File: src/rtl/prog_count_n.sv
`default_nettype none
// ============================================================================
//  Module   : prog_count_n
//  Purpose  : Parametrised programmable up/down counter with a latched
//             ceiling. It restarts on start, advances while run is high, and
//             reports completion as a one-cycle done pulse plus a held
//             terminal-count level.
//  Ports    : CLK        - system clock, rising edge
//             RST        - synchronous active-high reset
//             start      - one-cycle pulse; latches max_count/dir and (re)starts
//             run        - level enable for advancing the count
//             dir        - 0 = count up 0->target, 1 = count down target->0
//             max_count  - requested terminal value (clamped to LIMIT)
//             count_out  - current count (registered)
//             busy       - high while counting
//             done       - one-cycle pulse when the end value is reached
//             tc         - terminal-count level, high while finished
//  Options  : PROG_CNT_RELOAD_EN - when defined, the counter auto-reloads at
//             the end value and runs periodically instead of stopping.
//  Revision : 1.0 - initial release
// ============================================================================
module prog_count_n #(
    parameter int WIDTH = 7,
    parameter int LIMIT = 99
) (
    input  logic             CLK,
    input  logic             RST,
    input  logic             start,
    input  logic             run,
    input  logic             dir,
    input  logic [WIDTH-1:0] max_count,
    output logic [WIDTH-1:0] count_out,
    output logic             busy,
    output logic             done,
    output logic             tc
);

    localparam logic [1:0] c_IDLE  = 2'd0;
    localparam logic [1:0] c_COUNT = 2'd1;
    localparam logic [1:0] c_DONE  = 2'd2;

    localparam logic [WIDTH-1:0] c_LIMIT = WIDTH'(LIMIT);

`ifdef PROG_CNT_RELOAD_EN
    localparam logic c_RELOAD = 1'b1;
`else
    localparam logic c_RELOAD = 1'b0;
`endif

    logic [1:0]       r_state;
    logic [WIDTH-1:0] r_count;
    logic [WIDTH-1:0] r_target;
    logic             r_dir;
    logic             r_done;

    logic [1:0]       w_state_nxt;
    logic [WIDTH-1:0] w_count_nxt;
    logic [WIDTH-1:0] w_target_nxt;
    logic             w_dir_nxt;
    logic             w_done_nxt;

    logic [WIDTH-1:0] w_tgt_new;
    logic [WIDTH-1:0] w_start_new;
    logic [WIDTH-1:0] w_end_val;
    logic [WIDTH-1:0] w_reload_val;
    logic [WIDTH-1:0] w_step;

    // Values for a fresh start come from the live inputs; values for an
    // ongoing count come only from the latched target/direction.
    assign w_tgt_new    = (max_count > c_LIMIT) ? c_LIMIT : max_count;
    assign w_start_new  = dir ? w_tgt_new : '0;
    assign w_end_val    = r_dir ? '0 : r_target;
    assign w_reload_val = r_dir ? r_target : '0;
    assign w_step       = r_dir ? (r_count - 1'b1) : (r_count + 1'b1);

    // ------------------------------------------------------------------
    // State register
    // ------------------------------------------------------------------
    always_ff @(posedge CLK) begin
        if (RST) begin
            r_state  <= c_IDLE;
            r_count  <= '0;
            r_target <= '0;
            r_dir    <= 1'b0;
            r_done   <= 1'b0;
        end else begin
            r_state  <= w_state_nxt;
            r_count  <= w_count_nxt;
            r_target <= w_target_nxt;
            r_dir    <= w_dir_nxt;
            r_done   <= w_done_nxt;
        end
    end

    // ------------------------------------------------------------------
    // Next-state / next-count logic
    // ------------------------------------------------------------------
    always_comb begin
        w_state_nxt  = r_state;
        w_count_nxt  = r_count;
        w_target_nxt = r_target;
        w_dir_nxt    = r_dir;
        w_done_nxt   = 1'b0;

        if (start) begin
            // start wins in every state; an in-flight count is abandoned
            // silently.
            w_target_nxt = w_tgt_new;
            w_dir_nxt    = dir;
            w_count_nxt  = w_start_new;
            if (w_tgt_new == '0) begin
                // Start and end coincide: finish on the start edge itself.
                w_state_nxt = c_DONE;
                w_done_nxt  = 1'b1;
            end else begin
                w_state_nxt = c_COUNT;
            end
        end else begin
            case (r_state)
                c_COUNT: begin
                    if (run) begin
                        if (r_count != w_end_val) begin
                            w_count_nxt = w_step;
                            if (w_step == w_end_val) begin
                                w_done_nxt = 1'b1;
                                if (!c_RELOAD) begin
                                    w_state_nxt = c_DONE;
                                end
                            end
                        end else if (c_RELOAD) begin
                            // Sitting on the end value only happens in
                            // auto-reload mode; restart the period here.
                            w_count_nxt = w_reload_val;
                        end
                    end
                end
                c_DONE: begin
                    // Only the zero-target case parks here in reload mode;
                    // every advancing cycle is then a complete period.
                    if (c_RELOAD && run) begin
                        w_done_nxt = 1'b1;
                    end
                end
                c_IDLE: begin
                    w_state_nxt = c_IDLE;
                end
                default: begin
                    w_state_nxt = c_IDLE;
                end
            endcase
        end
    end

    // ------------------------------------------------------------------
    // Outputs, decoded from registers only
    // ------------------------------------------------------------------
    always_comb begin
        count_out = r_count;
        done      = r_done;
        busy      = (r_state == c_COUNT);
        tc        = (r_state == c_DONE) && !c_RELOAD;
    end

endmodule
`default_nettype wire

File: config.mk
export PLATFORM = sky130hd
export DESIGN_NAME = prog_count_n
export DESIGN_NICKNAME = d
export VERILOG_FILES = /design/src/rtl/prog_count_n.sv
export SDC_FILE = /design/constraint.sdc
export NUM_CORES = 1
export LEC_CHECK = 0
export ABC_CLOCK_PERIOD_IN_PS = 2800
export BUFFER_PORTS_ARGS = -buffer_cell sky130_fd_sc_hd__buf_2
export CAP_MARGIN = 15
export CORE_UTILIZATION = 56
export DETAILED_ROUTE_END_ITERATION = 10
export GPL_TIMING_DRIVEN = 0
export PLACE_DENSITY_LB_ADDON = 0.25
export SYNTH_ARGS = -nofsm -noshare
export SYNTH_HDL_FRONTEND = slang
export SYNTH_SLANG_ARGS = --single-unit
File: constraint.sdc
create_clock -name CLK -period 2.8 [get_ports CLK]
set_input_delay 0.14 -clock CLK [delete_from_list [all_inputs] [get_ports CLK]]
set_output_delay 0.14 -clock CLK [all_outputs]
set_load 0.02 [all_outputs]
Word-level counts from Yosys, hierarchy flattened. Cells that the tools add are included.

Input port bits: 12. Register bits after elaboration: 18. Output and inout port bits: 10.

Eq/ne operators: 8. $lt $le $gt $ge: 1. Reduce and logical (&&, ||, !) cells: 6. Add/sub/neg operators: 2. Multiplexer cells: 20.

Operator list (number): $mux 7 (8); $mux 2 (5); $add 7x1->7 const B (1); $eq 7x7->1 (1); $gt 7x7->1 const B (1); $logic_not 7->1 (1); $ne 7x7->1 (1); $sub 7x1->7 const B (1); $mux 1 (6); $ne 3x2->1 const B (2); $reduce_bool 2->1 (3); $pmux 2 s2 (1); $reduce_and 4->1 (1); $ne 3x3->1 const B (1); $reduce_and 3->1 (1); $eq 2x1->1 const B (1); $eq 2x2->1 const B (1); $ne 2x2->1 const B (1).

Logic depth before layout (Yosys ltp). Gate-level depths: netlist of run 1.

Depth after elaboration: 8. Depth in mapped cells: 10. Depth with buffers taken out: 9.

Worst setup path after synthesis of run 1. No wires, ideal clock.

Path type: reg-to-reg. From: reg r_count[0], in the netlist count_out[0]. To: reg r_done, in the netlist done. Slack: 0.102 ns. Stages on the path, launching flop included: 11. Arrival: 2.610 ns. Buffers on the path: 1. Cells stage by stage: dfxtp_1 buf_4 inv_1 fa_1 nand2b_1 a21oi_1 xor3_1 or4b_1 nand3_1 nand4_1 o32ai_2.

Cells in the longest elaborated chain, start to end: 8. Elaborated cells on any way between the ends: 10. Those cells by class: add/sub (2); eq/ne (2); mux (6).

Ends and longest elaborated chain: from (decl) (line 51) `logic [WIDTH-1:0] r_count;`; from (signal assigned) (line 88) `r_count <= w_count_nxt;`; $add 7x1->7 or $sub 7x1->7 (tied branches) (line 74) `assign w_step = r_dir ? (r_count - 1'b1) : (r_count + 1'b1);`; $mux 7 (line 74); $eq 7x7->1 (line 124) `if (w_step == w_end_val) begin`; $mux 1 (line 124); $mux 1 * (line 122) `if (r_count != w_end_val) begin`; $mux 1 * (line 121) `if (run) begin`; $mux 1 * (line 119) `case (r_state)`; $mux 1 * (line 105) `if (start) begin`; to (signal assigned) (line 91) `r_done <= w_done_nxt;`; to (decl) (line 54) `logic r_done;`.

Mark *: on every way between the ends. The rest lies on a longest branch, timed or not. A chain may end at the register's enable or synchronous reset.

Worst setup path in the final report of run 1. Ends and elaborated chain as after synthesis.

==> results of run 1 <==
flip-flops by register name (all words and copies together) (netlist names):
name / flops
r_state: 2
count_out: 7
r_dir: 1
r_target: 7
done: 1
logic make-up after synthesis:
kind of cell             count (synthesis)  share of synthesized area (%)
XOR/XNOR                                16                           12.9
flip-flops                              18                           25.5
AND/OR/NAND/NOR                         66                           24.8
multiplexers                             6                           4.24
AO/OA/AOI/OAI                           42                           22.1
adder cells (fa/ha/maj)                  6                           5.84
buffers and inverters                   13                           4.60
routing by layer:
metal	global-route usage [%]	wire length [um]
met2	45.7	1560
met3	2.90	207
met4	7.46	25
met1	35.3	1510
met5	0	0
placed cells by master, fill, tap and decap left out, types with 5 or more instances in the layout:
cell type / netlist / layout
sky130_fd_sc_hd__xnor2_1: 9 / 9
sky130_fd_sc_hd__nand3_1: 6 / 6
sky130_fd_sc_hd__nand2b_1: 7 / 7
sky130_fd_sc_hd__nor2_1: 28 / 28
sky130_fd_sc_hd__o21ai_0: 6 / 6
sky130_fd_sc_hd__buf_2: 1 / 22
sky130_fd_sc_hd__mux2i_1: 6 / 6
sky130_fd_sc_hd__clkbuf_1: 5 / 5
sky130_fd_sc_hd__a21oi_1: 9 / 8
sky130_fd_sc_hd__ha_1: 5 / 5
sky130_fd_sc_hd__dfxtp_1: 18 / 16
metrics by stage:
stage | power, mW | hold WS (ns) | utilization [%] | instance area, um2
floorplan | 0.485 | 0.287 | - | 1420
global placement | 0.536 | 0.406 | 67.7 | 1560
detailed placement | 0.548 | 0.409 | 67.7 | 1560
CTS | 0.704 | 0.0953 | 69.5 | 1600
global route | 0.744 | 0.119 | 69.7 | 1600
finish | 0.707 | 0.0926 | 69.7 | 1600
worst max-delay path, stage by stage, from the launching register on:
cell	delay, ns
sky130_fd_sc_hd__dfxtp_1	0.34
sky130_fd_sc_hd__buf_4	0.16
sky130_fd_sc_hd__inv_2	0.07
sky130_fd_sc_hd__fa_2	0.40
sky130_fd_sc_hd__nand2b_1	0.19
sky130_fd_sc_hd__a21oi_2	0.20
sky130_fd_sc_hd__xor3_1	0.23
sky130_fd_sc_hd__or4b_1	0.51
sky130_fd_sc_hd__nand3_1	0.10
sky130_fd_sc_hd__nand4_1	0.16
sky130_fd_sc_hd__o32ai_2	0.23
synthesized netlist by cell type (3+ instances only):
| cell | instances |
|---|---|
| sky130_fd_sc_hd__a21oi_1 | 9 |
| sky130_fd_sc_hd__a31oi_1 | 3 |
| sky130_fd_sc_hd__clkbuf_1 | 5 |
| sky130_fd_sc_hd__dfxtp_1 | 18 |
| sky130_fd_sc_hd__ha_1 | 5 |
| sky130_fd_sc_hd__inv_1 | 3 |
| sky130_fd_sc_hd__mux2i_1 | 6 |
| sky130_fd_sc_hd__nand2_1 | 4 |
| sky130_fd_sc_hd__nand2b_1 | 7 |
| sky130_fd_sc_hd__nand3_1 | 6 |
| sky130_fd_sc_hd__nand4_1 | 3 |
| sky130_fd_sc_hd__nor2_1 | 28 |
| sky130_fd_sc_hd__nor2b_1 | 4 |
| sky130_fd_sc_hd__nor3_1 | 3 |
| sky130_fd_sc_hd__o21ai_0 | 6 |
| sky130_fd_sc_hd__o22ai_1 | 3 |
| sky130_fd_sc_hd__xnor2_1 | 9 |
| sky130_fd_sc_hd__xor2_1 | 4 |
final cells by class:
| type | count | area (um2) | share of cell area (%) |
|---|---|---|---|
| Buffer | 9 | 50.0 | 3.13 |
| Clock buffer | 4 | 36.3 | 2.27 |
| Inverter | 4 | 15.0 | 0.938 |
| Multi-Input combinational cell | 136 | 996 | 62.2 |
| Sequential cell | 18 | 363 | 22.7 |
| Tap cell | 28 | 35.0 | 2.19 |
| Timing Repair Buffer | 21 | 105 | 6.57 |
worst min path at each step:
stage,from,slack (ns),to,cells past startpoint
final,RST,0.09,count_out[6]$_SDFFE_PP0P_,3
after global placement,RST,0.41,count_out[6]$_SDFFE_PP0P_,3
after global routing,RST,0.12,count_out[6]$_SDFFE_PP0P_,3
after detailed placement,RST,0.41,count_out[6]$_SDFFE_PP0P_,3
after floorplan,max_count[5],0.29,r_target[5]$_SDFFE_PP0P_,2
after CTS,RST,0.1,count_out[6]$_SDFFE_PP0P_,3
power by group:
group          internal, mW  total (mW)  switching [mW]
clock network        0.0792       0.161          0.0818
logic                 0.114       0.248           0.134
registers             0.274       0.298          0.0238
repair_timing:
item,4_1_cts,5_1_grt
setup endpoints to repair,1,2
pin swaps,0,2
hold buffers,0,0
resized for setup,2,3
cloned,0,0
==> results_tabular.tex, run 1 <==
\begin{tabular}{lr}
\hline
Metric & Value \\
\hline
\multicolumn{2}{l}{\textbf{Outcome}} \\
\quad Run status & completed \\
\multicolumn{2}{l}{\textbf{Timing}} \\
\quad Unrepaired setup endpoints after global routing & false \\
\quad Max\_slew headroom & 67.7\% \\
\quad Final setup TNS & 0 ns \\
\quad Maximum achievable frequency & 0.378 GHz \\
\quad Final-report hold violation count & 0 \\
\quad Tcrit/Tclk final & 94.6\% \\
\quad Fin. max-slew vios & 0 \\
\quad Setup violations, final & 0 \\
\quad Post-layout minimum cycle time & 2.65 ns \\
\quad Final worst setup slack & 0.152 ns \\
\quad Worst setup skew after layout & 0.00669 ns \\
\quad Transition time at the pin with the least slew margin & 0.484 ns \\
\multicolumn{2}{l}{\textbf{Placement}} \\
\quad Worst slack after detailed placement & 0.0220 ns \\
\quad Count of buffers from port buffering & 21 \\
\quad Final weighted congestion of routability-driven global placement & 0.809 \\
\quad HPWL after detailed placement & 2.59 mm \\
\quad DP Cell Count & 216 \\
\multicolumn{2}{l}{\textbf{Critical path}} \\
\quad Kind of start point of the critical path & register \\
\quad Crit Path Max Fanout & 8 \\
\quad Critical Setup Path Class & register to register \\
\quad Setup crit end kind & register \\
\quad Critical Path RT & 3.02 ns \\
\quad FF-to-FF End & done\$\_SDFF\_PP0\_ \\
\quad Worst-case reg-to-reg path depth & 10 \\
\quad CP endpoint & done\$\_SDFF\_PP0\_ \\
\quad Setup slack, reg-to-reg & 0.15 ns \\
\quad Start of the worst register-to-register path & count\_out[0]\$\_SDFFE\_PP0P\_ \\
\quad Critical Path AT & 2.87 ns \\
\quad Origin of the worst setup path & count\_out[0]\$\_SDFFE\_PP0P\_ \\
\multicolumn{2}{l}{\textbf{Synth}} \\
\quad Count of distinct cell types in the synthesized netlist & 49 \\
\quad Number of warnings printed during yosys synthesis & 0 \\
\quad Proportion of synthesized flip-flops having asynchronous set or reset & 0\% \\
\quad Number of enable-type register cells in the synthesized netlist & 0 \\
\quad Synthesized netlist cell count & 167 \\
\quad Share of the yosys chip area belonging to registers & 25.5\% \\
\quad Avg Cell Area, Syn & 8.47 um2 \\
\quad Area fraction of the dominant cell type after synthesis & 25.5\% \\
\quad Cell type with the largest total area after synthesis & sky130\_fd\_sc\_hd\_\_dfxtp\_1 \\
\quad Number of storage elements in the synthesis netlist & 18 \\
\quad Top FF cell, synth & sky130\_fd\_sc\_hd\_\_dfxtp\_1 \\
\quad Top cells by area, synth & sky130\_fd\_sc\_hd\_\_dfxtp\_1 (25\%), sky130\_fd\_sc\_hd\_\_nor2\_1 (7.4\%), sky130\_fd\_sc\_hd\_\_xnor2\_1 (5.6\%) \\
\quad Net count of the mapped netlist & 185 \\
\quad Cell area after synthesis & 1420 um2 \\
\multicolumn{2}{l}{\textbf{CTS}} \\
\quad Number of clock sinks & 18 \\
\quad TritonCTS clock tree & built \\
\quad CTS H-Tree Depth & 1 \\
\quad Worst-case clock buffer depth & 2 \\
\quad Clk root buf & sky130\_fd\_sc\_hd\_\_clkbuf\_4 \\
\quad CTS clk-pin slew, worst paths & 0.11 ns \\
\quad Clk\_lat worst skew & 0.29 ns \\
\quad Number of buffers inserted during clock tree synthesis & 3 \\
\quad Post-CTS repair timing setup buffer count & 0 \\
\multicolumn{2}{l}{\textbf{Finish}} \\
\quad Number of non-filler instances in the completed layout & 220 \\
\quad Proportion of layout cells with a drive suffix above 1 & 21.9\% \\
\quad Synth-to-layout area growth & 13.1\% \\
\quad \# nets final & 211 \\
\quad Count of inserted antenna diode cells & 0 \\
\quad Filler cell count in the final layout & 196 \\
\multicolumn{2}{l}{\textbf{Global routing}} \\
\quad Maximum number of pins on one net before global-route repair & 11 \\
\quad Number of global-route vias before repair & 1207 \\
\quad Antenna violations before repair & 0 \\
\quad Global-route congestion overflow total & 0 \\
\quad Wire length of the first global-routing pass & 5.40 mm \\
\quad GRT Resource Usage Total & 26.7\% \\
\multicolumn{2}{l}{\textbf{Floorplan}} \\
\quad Total I/O pin count & 22 \\
\quad Core Box Area & 2300 um2 \\
\quad Chip width & 52.3 um \\
\quad Initial standard-cell utilization of the core & 61.6\% \\
\quad Row Count & 17 \\
\quad Floorplan die height & 52.3 um \\
\quad Area of the die & 2730 um2 \\
\multicolumn{2}{l}{\textbf{Drt}} \\
\quad Number of iterations in the first detailed-routing pass & 4 \\
\quad Initial DRC count & 42 \\
\quad Count of antenna-violating nets left after detailed routing & 0 \\
\quad Vias per Instance & 5.95 \\
\quad Average wire length per cell after detail routing & 15.0 um \\
\quad Detailed-route wire length & 3.30 mm \\
\quad DRC violation count after routing & 0 \\
\quad Via Count & 1308 \\
\multicolumn{2}{l}{\textbf{Power and ir drop}} \\
\quad Static power due to leakage & 0.685 nW \\
\quad Worst-case vdd ir drop & 0.447 mV \\
\quad Total power divided by cell area & 442 nW/um2 \\
\multicolumn{2}{l}{\textbf{Worst hold path}} \\
\quad Min-Delay Path Class & input pin to register \\
\multicolumn{2}{l}{\textbf{Run}} \\
\quad Number of max-cap violations & 0 \\
\hline
\end{tabular}
Power figures use the tool's default switching activity.
==> run 2: changes to the inputs <==
--- a/config.mk
+++ b/config.mk
@@ -8,7 +8,9 @@
 export ABC_CLOCK_PERIOD_IN_PS = 2800
 export BUFFER_PORTS_ARGS = -buffer_cell sky130_fd_sc_hd__buf_2
 export CAP_MARGIN = 15
-export CORE_UTILIZATION = 56
+export CELL_PAD_IN_SITES_DETAIL_PLACEMENT = 1
+export CELL_PAD_IN_SITES_GLOBAL_PLACEMENT = 1
+export CORE_UTILIZATION = 42
 export DETAILED_ROUTE_END_ITERATION = 10
 export GPL_TIMING_DRIVEN = 0
 export PLACE_DENSITY_LB_ADDON = 0.25
==> results_tabular.tex, run 2 (synthesis results as in run 1) <==
\begin{tabular}{lr}
\hline
Metric & Value \\
\hline
\multicolumn{2}{l}{\textbf{Critical path}} \\
\quad Delay of the slowest cell on the worst path & 0.56 ns (was 0.51 ns) \\
\quad Crit Path Max Fanout & 5 (was 8) \\
\quad Cell with the biggest individual delay on the critical path & sky130\_fd\_sc\_hd\_\_or4b\_1 (unchanged) \\
\quad Setup slack, reg-to-reg & 0.11 ns (was 0.15 ns) \\
\quad Critical Path RT & 3.00 ns (was 3.02 ns) \\
\quad Setup crit end kind & register (unchanged) \\
\quad Start of the worst register-to-register path & count\_out[1]\$\_SDFFE\_PP0P\_ (was count\_out[0]\$\_SDFFE\_PP0P\_) \\
\quad Worst-case reg-to-reg path depth & 9 (was 10) \\
\quad Series of cell instances along the critical path & inv\_1 > fa\_2 > nand2b\_4 > a21oi\_2 > xor3\_1 > or4b\_1 > nand3\_2 > nand4\_1 > o32ai\_2 (was buf\_4 > inv\_2 > fa\_2 > nand2b\_1 > a21oi\_2 > xor3\_1 > or4b\_1 > nand3\_1 > nand4\_1 > o32ai\_2) \\
\quad Critical Path AT & 2.89 ns (was 2.87 ns) \\
\quad FF-to-FF End & done\$\_SDFF\_PP0\_ (unchanged) \\
\quad Kind of start point of the critical path & register (unchanged) \\
\quad Critical Setup Path Class & register to register (unchanged) \\
\multicolumn{2}{l}{\textbf{Drt}} \\
\quad Number of iterations in the first detailed-routing pass & 4 (unchanged) \\
\quad Via Count & 1346 (was 1308) \\
\quad Average wire length per cell after detail routing & 16.8 um (was 15.0 um) \\
\quad Vias per Instance & 5.70 (was 5.95) \\
\quad Detailed-route wire length & 3.95 mm (was 3.30 mm) \\
\quad Initial DRC count & 38 (was 42) \\
\quad Count of antenna-violating nets left after detailed routing & 0 (unchanged) \\
\quad DRC violation count after routing & 0 (unchanged) \\
\multicolumn{2}{l}{\textbf{Global routing}} \\
\quad Antenna violations before repair & 0 (unchanged) \\
\quad Number of global-route vias before repair & 1347 (was 1207) \\
\quad GRT Resource Usage Total & 24.0\% (was 26.7\%) \\
\quad Wire length of the first global-routing pass & 6.40 mm (was 5.40 mm) \\
\quad Maximum number of pins on one net before global-route repair & 11 (unchanged) \\
\quad Global-route congestion overflow total & 0 (unchanged) \\
\multicolumn{2}{l}{\textbf{Floorplan}} \\
\quad Row Count & 20 (was 17) \\
\quad Initial standard-cell utilization of the core & 45.2\% (was 61.6\%) \\
\quad Chip width & 60.0 um (was 52.3 um) \\
\quad Area of the die & 3610 um2 (was 2730 um2) \\
\quad Core Box Area & 3130 um2 (was 2300 um2) \\
\quad Total I/O pin count & 22 (unchanged) \\
\quad Floorplan die height & 60.0 um (was 52.3 um) \\
\multicolumn{2}{l}{\textbf{CTS}} \\
\quad CTS clk-pin slew, worst paths & 0.10 ns (was 0.11 ns) \\
\quad Number of buffers inserted during clock tree synthesis & 3 (unchanged) \\
\quad Worst-case clock buffer depth & 2 (unchanged) \\
\quad Hold buffer count at CTS & 0 (unchanged) \\
\quad Number of clock sinks & 18 (unchanged) \\
\quad CTS H-Tree Depth & 1 (unchanged) \\
\quad Clk\_lat worst skew & 0.28 ns (was 0.29 ns) \\
\quad Clk root buf & sky130\_fd\_sc\_hd\_\_clkbuf\_4 (unchanged) \\
\quad TritonCTS clock tree & built (unchanged) \\
\multicolumn{2}{l}{\textbf{Timing}} \\
\quad Final-report hold violation count & 0 (unchanged) \\
\quad Worst setup skew after layout & 0.00146 ns (was 0.00669 ns) \\
\quad Final setup TNS & 0 ns (unchanged) \\
\quad Max\_slew headroom & 67.5\% (was 67.7\%) \\
\quad Post-layout minimum cycle time & 2.69 ns (was 2.65 ns) \\
\quad Maximum achievable frequency & 0.371 GHz (was 0.378 GHz) \\
\quad Tcrit/Tclk final & 96.2\% (was 94.6\%) \\
\quad Setup violations, final & 0 (unchanged) \\
\quad Transition time at the pin with the least slew margin & 0.488 ns (was 0.484 ns) \\
\quad Fin. max-slew vios & 0 (unchanged) \\
\multicolumn{2}{l}{\textbf{Finish}} \\
\quad Number of non-filler instances in the completed layout & 236 (was 220) \\
\quad Filler cell count in the final layout & 405 (was 196) \\
\quad \# nets final & 212 (was 211) \\
\quad Post-layout utilization of the core & 52.0\% (was 69.7\%) \\
\quad Commonest non-fill, non-tap cells in the layout & sky130\_fd\_sc\_hd\_\_nor2\_1 (28), sky130\_fd\_sc\_hd\_\_buf\_2 (22), sky130\_fd\_sc\_hd\_\_dfxtp\_1 (17) (was sky130\_fd\_sc\_hd\_\_nor2\_1 (28), sky130\_fd\_sc\_hd\_\_buf\_2 (22), sky130\_fd\_sc\_hd\_\_dfxtp\_1 (16)) \\
\quad Count of inserted antenna diode cells & 0 (unchanged) \\
\quad Synth-to-layout area growth & 14.9\% (was 13.1\%) \\
\quad Proportion of layout cells with a drive suffix above 1 & 21.9\% (unchanged) \\
\quad Most common library cell in the layout ignoring fill and taps & sky130\_fd\_sc\_hd\_\_nor2\_1 (unchanged) \\
\multicolumn{2}{l}{\textbf{Power and ir drop}} \\
\quad Worst-case vdd ir drop & 0.246 mV (was 0.447 mV) \\
\quad Total power divided by cell area & 420 nW/um2 (was 442 nW/um2) \\
\quad Static power due to leakage & 0.696 nW (was 0.685 nW) \\
\multicolumn{2}{l}{\textbf{Placement}} \\
\quad Count of buffers from port buffering & 21 (unchanged) \\
\quad HPWL after detailed placement & 3.13 mm (was 2.59 mm) \\
\quad DP Cell Count & 232 (was 216) \\
\quad Final weighted congestion of routability-driven global placement & 0.761 (was 0.809) \\
\multicolumn{2}{l}{\textbf{Worst hold path}} \\
\quad Source of the worst hold timing path & RST (unchanged) \\
\quad Min-Delay Path Class & input pin to register (unchanged) \\
\quad Endpoint of the worst hold path & count\_out[6]\$\_SDFFE\_PP0P\_ (unchanged) \\
\quad Worst hold path depth & 3 (unchanged) \\
\multicolumn{2}{l}{\textbf{Outcome}} \\
\quad Run status & completed (unchanged) \\
\multicolumn{2}{l}{\textbf{Run}} \\
\quad Number of max-cap violations & 0 (unchanged) \\
\hline
\end{tabular}
## run 2: what timing repair did
action / 4_1_cts / 5_1_grt
resized for setup: 3 / 2
buffers inserted: 0 / 1
pin swaps: 1 / 2
setup endpoints to repair: 3 / 3
## run 2: how the worst max path moves through the flow
| stage | from | endpoint | slack (ns) |
|---|---|---|---|
| 6_report | count_out[1]$_SDFFE_PP0P_ | done$_SDFF_PP0_ | 0.11 |
| 5_1_grt | count_out[1]$_SDFFE_PP0P_ | done$_SDFF_PP0_ | -0.02 |
| 4_1_cts | count_out[0]$_SDFFE_PP0P_ | done$_SDFF_PP0_ | 0.04 |
| 3_5_place_dp | r_dir$_SDFFE_PP0P_ | done$_SDFF_PP0_ | -0.11 |
| 3_3_place_gp | r_dir$_SDFFE_PP0P_ | done$_SDFF_PP0_ | -0.02 |
| 2_1_floorplan | count_out[0]$_SDFFE_PP0P_ | done$_SDFF_PP0_ | 0.10 |
## run 2: per-stage QoR
| step | hold WS, ns | worst slack, ns | area [um2] | power (mW) |
|---|---|---|---|---|
| finish | 0.120 | 0.106 | 1630 | 0.683 |
| global route | 0.121 | -0.0235 | 1630 | 0.726 |
| CTS | 0.111 | 0.0378 | 1610 | 0.681 |
| detailed placement | 0.420 | -0.107 | 1580 | 0.556 |
| global placement | 0.403 | -0.0240 | 1580 | 0.540 |
| floorplan | 0.287 | 0.102 | 1420 | 0.485 |
## run 2: final cells by class
cell class / count / area (um2) / share of cell area [%]
flip-flops and latches: 18 / 362 / 22.2
multi-input cells: 136 / 1010 / 62.0
inverters: 4 / 15.0 / 0.924
clock buffers: 3 / 22.5 / 1.39
well taps: 44 / 55.1 / 3.39
plain buffers: 9 / 50.0 / 3.08
repair buffers: 22 / 113 / 6.93
## run 2: routing by layer
| metal | GRT usage (%) | share of wire (%) | vias up |
|---|---|---|---|
| met3 | 2.16 | 2.8 | 8 |
| met4 | 7.97 | 1.9 | 0 |
| li1 | - | - | 652 |
| met5 | 0 | 0 | - |
| met1 | 31.7 | 46 | 658 |
| met2 | 40.8 | 49 | 28 |
## run 2: worst max-delay path, delay by kind of cell, from the launching register on
kind                     cells  cell delay (ns)
AO/OA/AOI/OAI                2             0.40
XOR/XNOR                     1             0.23
AND/OR/NAND/NOR              4             0.99
flip-flops                   1             0.45
adder cells (fa/ha/maj)      1             0.40
buffers and inverters        1             0.13
## run 2: where the power goes
| group | switching [mW] | total (mW) | internal, mW |
|---|---|---|---|
| clock network | 0.0745 | 0.124 | 0.0498 |
| logic | 0.143 | 0.260 | 0.117 |
| registers | 0.0253 | 0.299 | 0.273 |
| total | 0.243 | 0.683 | 0.440 |
==> run 3: changes to the inputs <==
--- a/config.mk
+++ b/config.mk
@@ -10,7 +10,7 @@
 export CAP_MARGIN = 15
 export CELL_PAD_IN_SITES_DETAIL_PLACEMENT = 1
 export CELL_PAD_IN_SITES_GLOBAL_PLACEMENT = 1
-export CORE_UTILIZATION = 42
+export CORE_UTILIZATION = 35
 export DETAILED_ROUTE_END_ITERATION = 10
 export GPL_TIMING_DRIVEN = 0
 export PLACE_DENSITY_LB_ADDON = 0.25
==> results_tabular.tex, run 3 (synthesis results as in run 1) <==
\begin{tabular}{lr}
\hline
Metric & Value \\
\hline
\multicolumn{2}{l}{\textbf{Outcome}} \\
\quad Run status & completed (unchanged) \\
\multicolumn{2}{l}{\textbf{Critical path}} \\
\quad Critical Setup Path Class & register to register (unchanged) \\
\quad Count of buffer and inverter cells on the critical path & 1 (unchanged) \\
\quad Largest delay share family, worst path & simple AND/OR/NAND/NOR gates (unchanged) \\
\quad Crit Path Max Fanout & 5 (unchanged) \\
\quad Setup crit end kind & register (unchanged) \\
\quad Cell with the biggest individual delay on the critical path & sky130\_fd\_sc\_hd\_\_or4b\_1 (unchanged) \\
\quad Critical Path RT & 2.98 ns (was 3.00 ns) \\
\quad Series of cell instances along the critical path & inv\_1 > fa\_2 > nand2b\_4 > a21oi\_4 > xor3\_1 > or4b\_1 > nand3\_1 > nand4\_1 > o32ai\_2 (was inv\_1 > fa\_2 > nand2b\_4 > a21oi\_2 > xor3\_1 > or4b\_1 > nand3\_2 > nand4\_1 > o32ai\_2) \\
\quad Kind of start point of the critical path & register (unchanged) \\
\quad Delay of the slowest cell on the worst path & 0.51 ns (was 0.56 ns) \\
\quad Critical Path AT & 2.86 ns (was 2.89 ns) \\
\multicolumn{2}{l}{\textbf{Finish}} \\
\quad Commonest non-fill, non-tap cells in the layout & sky130\_fd\_sc\_hd\_\_nor2\_1 (28), sky130\_fd\_sc\_hd\_\_buf\_2 (22), sky130\_fd\_sc\_hd\_\_dfxtp\_1 (17) (unchanged) \\
\quad Post-layout utilization of the core & 44.2\% (was 52.0\%) \\
\quad \# nets final & 212 (unchanged) \\
\quad Synth-to-layout area growth & 17.7\% (was 14.9\%) \\
\quad Count of inserted antenna diode cells & 0 (unchanged) \\
\quad Proportion of layout cells with a drive suffix above 1 & 22.3\% (was 21.9\%) \\
\quad Most common library cell in the layout ignoring fill and taps & sky130\_fd\_sc\_hd\_\_nor2\_1 (unchanged) \\
\multicolumn{2}{l}{\textbf{Drt}} \\
\quad DRC violation count after routing & 0 (unchanged) \\
\quad Average wire length per cell after detail routing & 16.7 um (was 16.8 um) \\
\quad Number of iterations in the first detailed-routing pass & 4 (unchanged) \\
\quad Via Count & 1341 (was 1346) \\
\quad Initial DRC count & 43 (was 38) \\
\quad Vias per Instance & 5.56 (was 5.70) \\
\quad Count of antenna-violating nets left after detailed routing & 0 (unchanged) \\
\quad Detailed-route wire length & 4.03 mm (was 3.95 mm) \\
\multicolumn{2}{l}{\textbf{Timing}} \\
\quad Final-report hold violation count & 0 (unchanged) \\
\quad Fin. max-slew vios & 0 (unchanged) \\
\quad Transition time at the pin with the least slew margin & 0.522 ns (was 0.488 ns) \\
\quad Max\_slew headroom & 65.2\% (was 67.5\%) \\
\quad Maximum achievable frequency & 0.374 GHz (was 0.371 GHz) \\
\quad Final setup TNS & 0 ns (unchanged) \\
\quad Tcrit/Tclk final & 95.6\% (was 96.2\%) \\
\quad Unrepaired setup endpoints after global routing & false \\
\quad Worst setup skew after layout & 0.00457 ns (was 0.00146 ns) \\
\quad Setup violations, final & 0 (unchanged) \\
\quad Post-layout minimum cycle time & 2.68 ns (was 2.69 ns) \\
\multicolumn{2}{l}{\textbf{Placement}} \\
\quad Final weighted congestion of routability-driven global placement & 0.751 (was 0.761) \\
\quad Count of buffers from port buffering & 21 (unchanged) \\
\quad HPWL after detailed placement & 3.21 mm (was 3.13 mm) \\
\multicolumn{2}{l}{\textbf{Floorplan}} \\
\quad Area of the die & 4300 um2 (was 3610 um2) \\
\quad Chip width & 65.6 um (was 60.0 um) \\
\quad Total I/O pin count & 22 (unchanged) \\
\quad Floorplan die height & 65.6 um (was 60.0 um) \\
\quad Row Count & 22 (was 20) \\
\quad Core Box Area & 3770 um2 (was 3130 um2) \\
\quad Initial standard-cell utilization of the core & 37.5\% (was 45.2\%) \\
\multicolumn{2}{l}{\textbf{Run}} \\
\quad Number of max-cap violations & 0 (unchanged) \\
\multicolumn{2}{l}{\textbf{Worst hold path}} \\
\quad Min-Delay Path Class & input pin to register (unchanged) \\
\multicolumn{2}{l}{\textbf{CTS}} \\
\quad Hold buffer count at CTS & 0 (unchanged) \\
\quad CTS H-Tree Depth & 1 (unchanged) \\
\quad CTS clk-pin slew, worst paths & 0.07 ns (was 0.10 ns) \\
\quad TritonCTS clock tree & built (unchanged) \\
\quad Clk\_lat worst skew & 0.26 ns (was 0.28 ns) \\
\quad Clk root buf & sky130\_fd\_sc\_hd\_\_clkbuf\_8 (was sky130\_fd\_sc\_hd\_\_clkbuf\_4) \\
\quad Number of buffers inserted during clock tree synthesis & 3 (unchanged) \\
\quad Worst-case clock buffer depth & 2 (unchanged) \\
\quad Number of clock sinks & 18 (unchanged) \\
\multicolumn{2}{l}{\textbf{Global routing}} \\
\quad Number of global-route vias before repair & 1393 (was 1347) \\
\quad Maximum number of pins on one net before global-route repair & 11 (unchanged) \\
\quad Global-route congestion overflow total & 0 (unchanged) \\
\quad GRT Resource Usage Total & 20.3\% (was 24.0\%) \\
\quad Wire length of the first global-routing pass & 6.57 mm (was 6.40 mm) \\
\quad Antenna violations before repair & 0 (unchanged) \\
\multicolumn{2}{l}{\textbf{Power and ir drop}} \\
\quad Total power divided by cell area & 466 nW/um2 (was 420 nW/um2) \\
\quad Worst-case vdd ir drop & 0.235 mV (was 0.246 mV) \\
\quad Static power due to leakage & 0.707 nW (was 0.696 nW) \\
\hline
\end{tabular}
-- run 3: repair_timing --
action,CTS,global route
pin swaps,2,2
endpoints found under the setup margin,3,3
resized for setup,3,3
buffers inserted,0,1
-- run 3: per-stage QoR --
step | instance area, um2 | cells | setup slack (ns) | total power [mW] | hold WS [ns]
floorplan | 1420 | 167 | 0.102 | 0.485 | 0.287
global placement | 1580 | 236 | -0.0404 | 0.542 | 0.407
detailed placement | 1580 | 236 | -0.120 | 0.556 | 0.415
CTS | 1640 | 240 | 0.0289 | 0.775 | 0.135
global route | 1670 | 241 | 0.0152 | 0.812 | 0.154
finish | 1670 | 241 | 0.124 | 0.775 | 0.134
-- run 3: per-layer routing --
metal / wire length, um / track usage [%]
met3: 102 / 1.39
met1: 1900 / 24.4
met4: 84 / 9.51
met5: 0 / 0
met2: 1950 / 36.5
-- run 3: tightest hold or removal path, stage by stage --
cell and delay, ns:
sky130_fd_sc_hd__buf_2 0.09, sky130_fd_sc_hd__a221o_1 0.10, sky130_fd_sc_hd__a21oi_1 0.03
-- run 3: final cells by class --
type                       count  area, um2
buffer                         9       50.0
clock buffer                   4       55.1
multi-input combinational    136       1010
tap                           48       60.1
inverter                       4       15.0
sequential                    18        362
timing repair buffer          22        113
fill                         466       2110
-- run 3: path summary, 6_finish.rpt --
kind                               endpoint  depth (start not counted)  slack, ns                 startpoint
setup / recovery            done$_SDFF_PP0_                          9       0.12  count_out[1]$_SDFFE_PP0P_
hold / removal    count_out[6]$_SDFFE_PP0P_                          3       0.13                        RST
setup reg to reg            done$_SDFF_PP0_                          9       0.12  count_out[1]$_SDFFE_PP0P_
hold reg to reg    r_target[2]$_SDFFE_PP0P_                          2       0.51   r_target[2]$_SDFFE_PP0P_
-- run 3: power by group --
part	leakage [nW]	switching, mW	internal [mW]
clock network	0.0288	0.0929	0.125
registers	0.149	0.0254	0.274
logic	0.530	0.142	0.116
